<file path="config.mk">
export PLATFORM = sky130hd
export DESIGN_NAME = ac_sweep_stimulus
export DESIGN_NICKNAME = d
export VERILOG_FILES = /design/src/rtl/ac_sweep_pkg.sv /design/src/rtl/nco_phase_acc.sv /design/src/rtl/ac_sweep_stimulus.sv
export SDC_FILE = /design/constraint.sdc
export NUM_CORES = 1
export LEC_CHECK = 0
export CORE_ASPECT_RATIO = 1.25
export CORE_UTILIZATION = 38
export DETAILED_ROUTE_END_ITERATION = 6
export GPL_TIMING_DRIVEN = 0
export PLACE_DENSITY = 0.57
export SYNTH_ARGS = -nofsm -noshare
export SYNTH_HDL_FRONTEND = slang
export SYNTH_SLANG_ARGS = --single-unit
export TNS_END_PERCENT = 30
</file>
<file path="constraint.sdc">
create_clock -name clk -period 4.62 [get_ports clk]
set_input_delay 1.386 -clock clk [delete_from_list [all_inputs] [get_ports clk]]
set_output_delay 1.386 -clock clk [all_outputs]
set_load 0.1 [all_outputs]
</file>
<file path="src/rtl/ac_sweep_pkg.sv">
// Shared types and default widths for the AC sweep stimulus generator.
package ac_sweep_pkg;

    localparam int DEF_FREQ_W  = 32;
    localparam int DEF_PHASE_W = 12;
    localparam int DEF_NPTS_W  = 10;
    localparam int DEF_CNT_W   = 16;

    typedef enum logic [2:0] {
        IDLE    = 3'd0,
        SETTLE  = 3'd1,
        DWELL   = 3'd2,
        HANDOFF = 3'd3,
        DONE    = 3'd4
    } state_t;

endpackage

</file>
<file path="src/rtl/nco_phase_acc.sv">
// Phase accumulator for the sweep tone; the registered MSBs address the sine LUT.
module nco_phase_acc
    import ac_sweep_pkg::*;
#(
    parameter int FREQ_W  = DEF_FREQ_W,
    parameter int PHASE_W = DEF_PHASE_W
) (
    input  logic               clk,
    input  logic               rst_n,
    input  logic               clr,
    input  logic               en,
    input  logic [FREQ_W-1:0]  fword,
    output logic [PHASE_W-1:0] phase
);

    logic [FREQ_W-1:0]  acc_p0;
    logic [PHASE_W-1:0] phase_p1;

    // Clearing the phase register together with the accumulator makes every
    // point start from zero phase, not from the tail of the previous tone.
    always_ff @(posedge clk or negedge rst_n) begin
        if (!rst_n) begin
            acc_p0   <= '0;
            phase_p1 <= '0;
        end else if (clr) begin
            acc_p0   <= '0;
            phase_p1 <= '0;
        end else begin
            // stage p0 -> p1: truncate accumulator to LUT address
            phase_p1 <= acc_p0[FREQ_W-1 -: PHASE_W];
            if (en) begin
                acc_p0 <= acc_p0 + fword;
            end
        end
    end

    assign phase = phase_p1;

endmodule

</file>
<file path="src/rtl/ac_sweep_stimulus.sv">
// Steps an NCO across the sweep points: settle, dwell, then hand each point to the receiver.
module ac_sweep_stimulus
    import ac_sweep_pkg::*;
#(
    parameter int FREQ_W  = DEF_FREQ_W,
    parameter int PHASE_W = DEF_PHASE_W,
    parameter int NPTS_W  = DEF_NPTS_W,
    parameter int CNT_W   = DEF_CNT_W
) (
    input  logic               clk,
    input  logic               rst_n,
    input  logic               start,
    input  logic               abort,
    input  logic [FREQ_W-1:0]  f_start,
    input  logic [FREQ_W-1:0]  f_step,
    input  logic [NPTS_W-1:0]  n_points,
    input  logic [CNT_W-1:0]   settle_cycles,
    input  logic [CNT_W-1:0]   dwell_cycles,
    output logic               tone_en,
    output logic [PHASE_W-1:0] phase,
    output logic               dwell,
    output logic               pt_valid,
    input  logic               pt_ready,
    output logic [NPTS_W-1:0]  pt_idx,
    output logic [FREQ_W-1:0]  pt_freq,
    output logic               busy,
    output logic               done
);

    state_t state, state_nx;

    logic [FREQ_W-1:0] f_step_l;
    logic [NPTS_W-1:0] n_points_l;
    logic [CNT_W-1:0]  settle_l;
    logic [CNT_W-1:0]  dwell_l;
    logic [CNT_W-1:0]  cnt;

    logic load_cfg;
    logic load_first;
    logic load_next;
    logic tone_nx;
    logic settle_last;
    logic dwell_last;
    logic last_pt;
    logic acc_clr;

    // Zero-length intervals still occupy one cycle in their state.
    assign settle_last = (settle_l <= CNT_W'(1)) || (cnt == settle_l - CNT_W'(1));
    assign dwell_last  = (dwell_l  <= CNT_W'(1)) || (cnt == dwell_l  - CNT_W'(1));
    assign last_pt     = (pt_idx == n_points_l - NPTS_W'(1));

    always_ff @(posedge clk or negedge rst_n) begin
        if (!rst_n) begin
            state <= IDLE;
        end else begin
            state <= state_nx;
        end
    end

    always_comb begin
        state_nx   = state;
        load_cfg   = 1'b0;
        load_first = 1'b0;
        load_next  = 1'b0;
        tone_en    = 1'b0;
        dwell      = 1'b0;
        pt_valid   = 1'b0;
        busy       = 1'b0;
        done       = 1'b0;

        case (state)
            IDLE, DONE: begin
                done = (state == DONE);
                if (start) begin
                    load_cfg = 1'b1;
                    if (n_points == '0) begin
                        state_nx = DONE;
                    end else begin
                        state_nx   = SETTLE;
                        load_first = 1'b1;
                    end
                end
            end
            SETTLE: begin
                tone_en = 1'b1;
                busy    = 1'b1;
                if (settle_last) state_nx = DWELL;
            end
            DWELL: begin
                tone_en = 1'b1;
                busy    = 1'b1;
                dwell   = 1'b1;
                if (dwell_last) state_nx = HANDOFF;
            end
            HANDOFF: begin
                tone_en  = 1'b1;
                busy     = 1'b1;
                pt_valid = 1'b1;
                if (pt_ready) begin
                    if (last_pt) begin
                        state_nx = DONE;
                    end else begin
                        state_nx  = SETTLE;
                        load_next = 1'b1;
                    end
                end
            end
            default: state_nx = IDLE;
        endcase

        // Abort overrides any start or handshake seen in the same cycle.
        if (abort) begin
            state_nx   = IDLE;
            load_cfg   = 1'b0;
            load_first = 1'b0;
            load_next  = 1'b0;
        end
    end

    assign tone_nx = (state_nx == SETTLE) || (state_nx == DWELL) || (state_nx == HANDOFF);
    assign acc_clr = load_first || load_next || !tone_nx;

    always_ff @(posedge clk or negedge rst_n) begin
        if (!rst_n) begin
            f_step_l   <= '0;
            n_points_l <= '0;
            settle_l   <= '0;
            dwell_l    <= '0;
            cnt        <= '0;
            pt_idx     <= '0;
            pt_freq    <= '0;
        end else begin
            if (load_cfg) begin
                f_step_l   <= f_step;
                n_points_l <= n_points;
                settle_l   <= settle_cycles;
                dwell_l    <= dwell_cycles;
            end
            // The interval counter restarts on every state change.
            if ((state_nx == state) && ((state == SETTLE) || (state == DWELL))) begin
                cnt <= cnt + CNT_W'(1);
            end else begin
                cnt <= '0;
            end
            if (load_first) begin
                pt_idx  <= '0;
                pt_freq <= f_start;
            end else if (load_next) begin
                pt_idx  <= pt_idx + NPTS_W'(1);
                pt_freq <= pt_freq + f_step_l;
            end
        end
    end

    nco_phase_acc #(
        .FREQ_W  (FREQ_W),
        .PHASE_W (PHASE_W)
    ) u_nco (
        .clk   (clk),
        .rst_n (rst_n),
        .clr   (acc_clr),
        .en    (tone_en),
        .fword (pt_freq),
        .phase (phase)
    );

endmodule

</file>
; ---- After elaboration in Yosys (flattened, before gate mapping)
; Cells that the tools add are included.
[word_totals]
reg_bits = 179
inputBits = 111
output_inout_bits = 59
word_cells = 76
[classes]
addsub = 7
order_cmp = 2
n_eq_ne = 11
n_mux = 31
reduce_logical = 15
[op_table]
columns = cell, count
row1 = 32-bit two-way mux, 4
row2 = 32-bit adder, 2
row3 = 16-bit equality test, 2
row4 = 16-bit by 1-bit less-or-equal comparator with 1-bit output (second input constant), 2
row5 = 16-bit by 1-bit subtractor with 16-bit output (second input constant), 2
row6 = 3-bit two-way mux, 7
row7 = 10-bit two-way mux, 2
row8 = 16-bit by 1-bit adder with 16-bit output (second input constant), 1
row9 = 16-bit two-way mux, 1
row10 = 1-bit two-way mux, 15
row11 = 3-bit by 2-bit equality test with 1-bit output (second input constant), 4
row12 = 12-bit two-way mux, 1
row13 = 3-bit case mux with 4 select lines, 1
row14 = 10-bit by 1-bit adder with 10-bit output (second input constant), 1
row15 = 10-bit equality test, 1
row16 = 10-bit logical NOT, 1
row17 = 10-bit by 1-bit subtractor with 10-bit output (second input constant), 1
row18 = 1-bit logical OR, 7
row19 = 3-bit by 1-bit equality test with 1-bit output (second input constant), 2
row20 = 2-bit nonzero test, 2
row21 = 3-bit equality test, 1
row22 = 3-bit equality test (second input constant), 1
row23 = 3-bit logical NOT, 1
row24 = 3-bit OR reduction, 1
row25 = 3 further kinds, 3

; ---- Logic depth before layout (Yosys ltp)
[depth]
word_depth = 12
ltp_mapped = 14

; ---- Modules after synthesis
; A second synthesis with hierarchy kept.
[hier_totals]
hier_cells = 1258
hier_area_um2 = 11883.9
[modules_own_cells]
columns = mod, n_inst, cells_per_inst, area_each_um2, seq_area_each_um2
row1 = ac_sweep_stimulus, 1, 878, 8516.9, 3378.2
row2 = nco_phase_acc, 1, 380, 3367.0, 1101.1

; ---- Least setup slack after synthesis
; No wires, ideal clock.
[synth_timing]
path_kind = flip-flop to flip-flop
startpoint = register state[1]
endpoint = register pt_freq[21]
setup_ns = 0.079
arrival_time_ns = 4.430
required_time_ns = 4.541
slack_ns = 0.111
stages_incl_launch_ff = 11
path_buffers = 2
path_cell_list = dfrtp_1 inv_1 nor3b_1 nand2_1 a211oi_1 nand2_1 clkbuf_1 nand2_1 clkbuf_1 o22ai_1 a21oi_1
[synth_between]
elab_chain_len = 5
word_cells_on_any_way = 10
[synth_lines]
columns = item, line_no
row1 = from (decl), ac_sweep_stimulus.sv:30  ; state_t state, state_nx;
row2 = from (signal assigned), ac_sweep_stimulus.sv:56  ; state <= state_nx;
row3 = 3-bit equality test or 3-bit logical NOT (tied branches), ac_sweep_stimulus.sv:71  ; case (state)
row4 = 2-bit OR reduction, ac_sweep_stimulus.sv:71
row5 = 1-bit two-way mux, ac_sweep_stimulus.sv:71
row6 = 1-bit two-way mux, ac_sweep_stimulus.sv:112  ; if (abort) begin
row7 = 32-bit two-way mux or 2-bit nonzero test (tied branches), -
row8 = to (signal assigned), ac_sweep_stimulus.sv:147  ; pt_freq <= f_start;
row9 = to (signal assigned), ac_sweep_stimulus.sv:150  ; pt_freq <= pt_freq + f_step_l;
row10 = to (decl), ac_sweep_stimulus.sv:25  ; output logic [FREQ_W-1:0] pt_freq,
; Several ways; a longest one is shown, not always the timed one.
; A chain may end at the register's enable or synchronous reset.

; ---- Worst setup path after layout
[layout_timing]
startpoint = register state[2]
endpoint = output port dwell
[layout_between]
elab_chain_len = 2
[layout_lines]
columns = item, line_no
row1 = 3-bit by 2-bit equality test with 1-bit output, ac_sweep_stimulus.sv:71
row2 = 1-bit two-way mux, ac_sweep_stimulus.sv:71
row3 = to (decl), ac_sweep_stimulus.sv:21  ; output logic dwell,
; Every way passes these cells.

==> reports/metrics.cfg <==
[status]
status=finished, final reports clean

[sta]
rsz0062_at_grt=false
max_freq_mhz=237
fin_crit_sh_pct=91.3
worst_pin_slew_ns=1.06
hold_viol=0
max_slew_margin_pct=29.2
setup_violations=0
slew_violations=0
whs_ns=0.486
skew_ns=0.0150
min_period_ns=4.22

[detailed_routing]
via_count=9159
detail_route.vias_per_cell=5.25
first_pass_iters=5
wirelength_um=31100
ant_nets=0
avgRoutedWirePerCell_um=17.8
drt-initial-drc-count=440
drc=0

[global_routing]
antenna_found_initial=3
grt_max_degree=106
grt_pass1_wl_um=49300
overflow=0
grtUsageTotal_pct=21.5
grt_pass1_vias=9209

[critical_path]
critPathKind=reg2out
worstSetupEndpointType=output pin
reg2reg_slack_ns=0.57
cp_max_fo=9
cp.required_ns=3.23
arrival_ns=2.83
start_kind=register

[logic_synthesis]
yosys_warnings=0
synth-edff-count=0
ys_types=68
synth.avg_cell_area_um2=9.63
ys_seq_area_share_pct=40.4
syn_area_um2=11100
synth_ff_type=dfrtp_1
synth_seq_cells=179
synth_fp_nets=1334
synth_area_leaders=dfrtp_1 (40%), ha_1 (7.8%), mux2_2 (6.8%)
yosysTopAreaCellShare_pct=40.4
yosys.area.top_type=dfrtp_1
synthCells=1152
async_flop_share_pct=100

[place]
hpwl_um=23500
gp_congestion=0.888
port_buffers=169

[clock_network]
root_buffer=clkbuf_16
clk_pin_slew_ns=0.06
cts_tree=done
clockBufferDepth=2
htree_num_levels=4
cts.sinks=179
cts_made_buffers=17
clock_latency_ns=0.44

[cells_and_area]
multi_input_comb_area_um2=6260
num-fill-cells=2742
syn_to_final_growth_pct=25.5
seq_area_um2=4480
drive_gt1_share_pct=10.1
nets=1523

[power_and_ir_drop]
leakage_nw=5.94
total_power_mw=5.78
powerDensity_nw_per_um2=415
ir_worst_vdd_uv=242
comb_power_share_pct=39.2
switching_share_pct=38.6
seq_power_share_pct=34.6
clockPowerShare_pct=26.2
internal_power_mw=3.55
p_switching_mw=2.23

[floorplanning]
dieArea_um2=29900
die_w_um=155
start_util_pct=38.8
num_rows=69
core_um2=28600
io_pins=170
fp.dieH_um=193

[flow_run]
maxCapViolations=0

[worst_hold_path]
hold_path_class=reg2reg

-- stage by stage --
stage | worst slack (ns) | area, µm² | setup TNS (ns) | util (%) | cells
6_report | 0.401 | 13900 | 0 | 48.7 | 1746
2_1_floorplan | 0.111 | 11100 | 0 | - | 1152
5_1_grt | 0.265 | 13900 | 0 | 48.7 | 1744
3_5_place_dp | -0.308 | 13300 | -4.82 | 46.6 | 1712
3_3_place_gp | -5.69 | 13300 | -1017.89 | 46.5 | 1711
4_1_cts | 0.135 | 13900 | 0 | 48.7 | 1743
-- cells in the mapped netlist, types with 3 or more instances --
cell type / instances
xnor2_1: 66
clkbuf_1: 30
nand4_1: 8
o2111ai_1: 3
inv_1: 30
dfrtp_1: 179
nor3b_1: 8
and2_1: 19
a221o_1: 5
a22oi_1: 3
a211oi_1: 13
nand2_1: 90
nand2b_1: 9
nor2b_1: 7
ha_1: 69
o211ai_1: 7
a21o_1: 26
xor2_1: 59
a31o_2: 3
nand3_1: 27
o21bai_1: 9
a31oi_1: 12
mux2_2: 67
and3_1: 12
nor2_1: 122
mux2i_1: 7
or4_1: 7
or3b_2: 3
or2_2: 5
a21oi_1: 68
nor3_1: 20
a311oi_1: 3
o41ai_1: 3
buf_4: 7
o21ai_0: 57
o22ai_1: 20
o31ai_1: 5
nor4b_1: 3
buf_6: 4
or3_1: 10
nor4_1: 15
-- final timing paths --
path	start	endpoint	cells after the start
setup / recovery	state[2]	dwell	3
hold / removal	u_nco.acc_p0[22]	u_nco.phase[2]	1
setup reg to reg	n_points_l[0]	pt_freq[25]	12
hold reg to reg	u_nco.acc_p0[22]	u_nco.phase[2]	1
max in group asynchronous	rst_n	f_step_l[15]	2
min in group asynchronous	rst_n	settle_l[14]	1
-- power by group through the flow --
stage	Sequential, mW	Clock [mW]	Combinational, mW
floorplan	2.32	0	1.35
global placement	2.03	0	2.23
detailed placement	2.03	0	2.26
CTS	2.00	1.55	2.27
global route	2.03	1.61	2.49
finish	2.00	1.51	2.27
-- cells by family after synthesis --
family / synth area share [%]
AND/OR/NAND/NOR: 16.6
buffers and inverters: 3.31
AO/OA/AOI/OAI: 14.3
XOR/XNOR: 9.86
adder cells (fa/ha/maj): 8.14
flip-flops: 40.4
multiplexers: 7.43
-- state kept, by name, indices dropped and copies added (netlist names), 10 cells and up --
signal        count
n_points_l       10
f_step_l         32
pt_freq          32
pt_idx           10
dwell_l          16
settle_l         16
u_nco.acc_p0     32
cnt              16
u_nco.phase      12
-- critical path: stages, from the launching register on --
cell             delay (ns)
dfrtp_1                0.36
buf_4                  0.17
nor3b_1                0.61
clkdlybuf4s50_1        1.27
-- per-layer routing --
layer	wire length (µm)	global-route usage (%)
met1	13600	25.9
met2	15800	38.6
met3	1050	3.67
met4	699	7.24
met5	0	0
-- area by class of cell --
| class | instances | share of cell area [%] |
|---|---|---|
| clock buffer | 18 | 3.15 |
| timing repair buffer | 170 | 12.4 |
| inverter | 30 | 0.809 |
| clock inverter | 13 | 1.14 |
| multi-input combinational | 897 | 45.0 |
| sequential | 179 | 32.2 |
| antenna | 3 | 0.0539 |
| buffer | 46 | 1.83 |
| tap | 390 | 3.50 |
-- cell usage in the layout, fill, tap and decap left out, types with 5 or more instances in the layout --
cell type and instances:
a221o_1 5, dfrtp_1 179, mux2_2 67, and3_1 12
clkbuf_1 30, nor2b_1 7, inv_1 30, nand4_1 8
and2_1 19, o31ai_1 5, nor2_1 122, xnor2_1 66
or4_1 7, nand3_1 27, mux2i_1 7, nor4_1 15
nand2_1 90, o21bai_1 9, or3_1 10, o22ai_1 20
a21o_1 26, xor2_1 59, nor3_1 20, o211ai_1 7
clkdlybuf4s50_1 168, nor3b_1 8, a31oi_1 12, a21oi_1 68
or2_2 5, o21ai_0 57, buf_4 7, nand2b_1 9
ha_1 69, a211oi_1 13, clkbuf_16 17
-- timing repair --
action | in CTS | in global routing
resized for setup | 0 | 1
buffers inserted | 0 | 0
hold endpoints to repair | 0 | 0
setup endpoints to repair | 0 | 1
hold buffers | 0 | 0
Note: power is estimated with default switching activity, not from simulation.
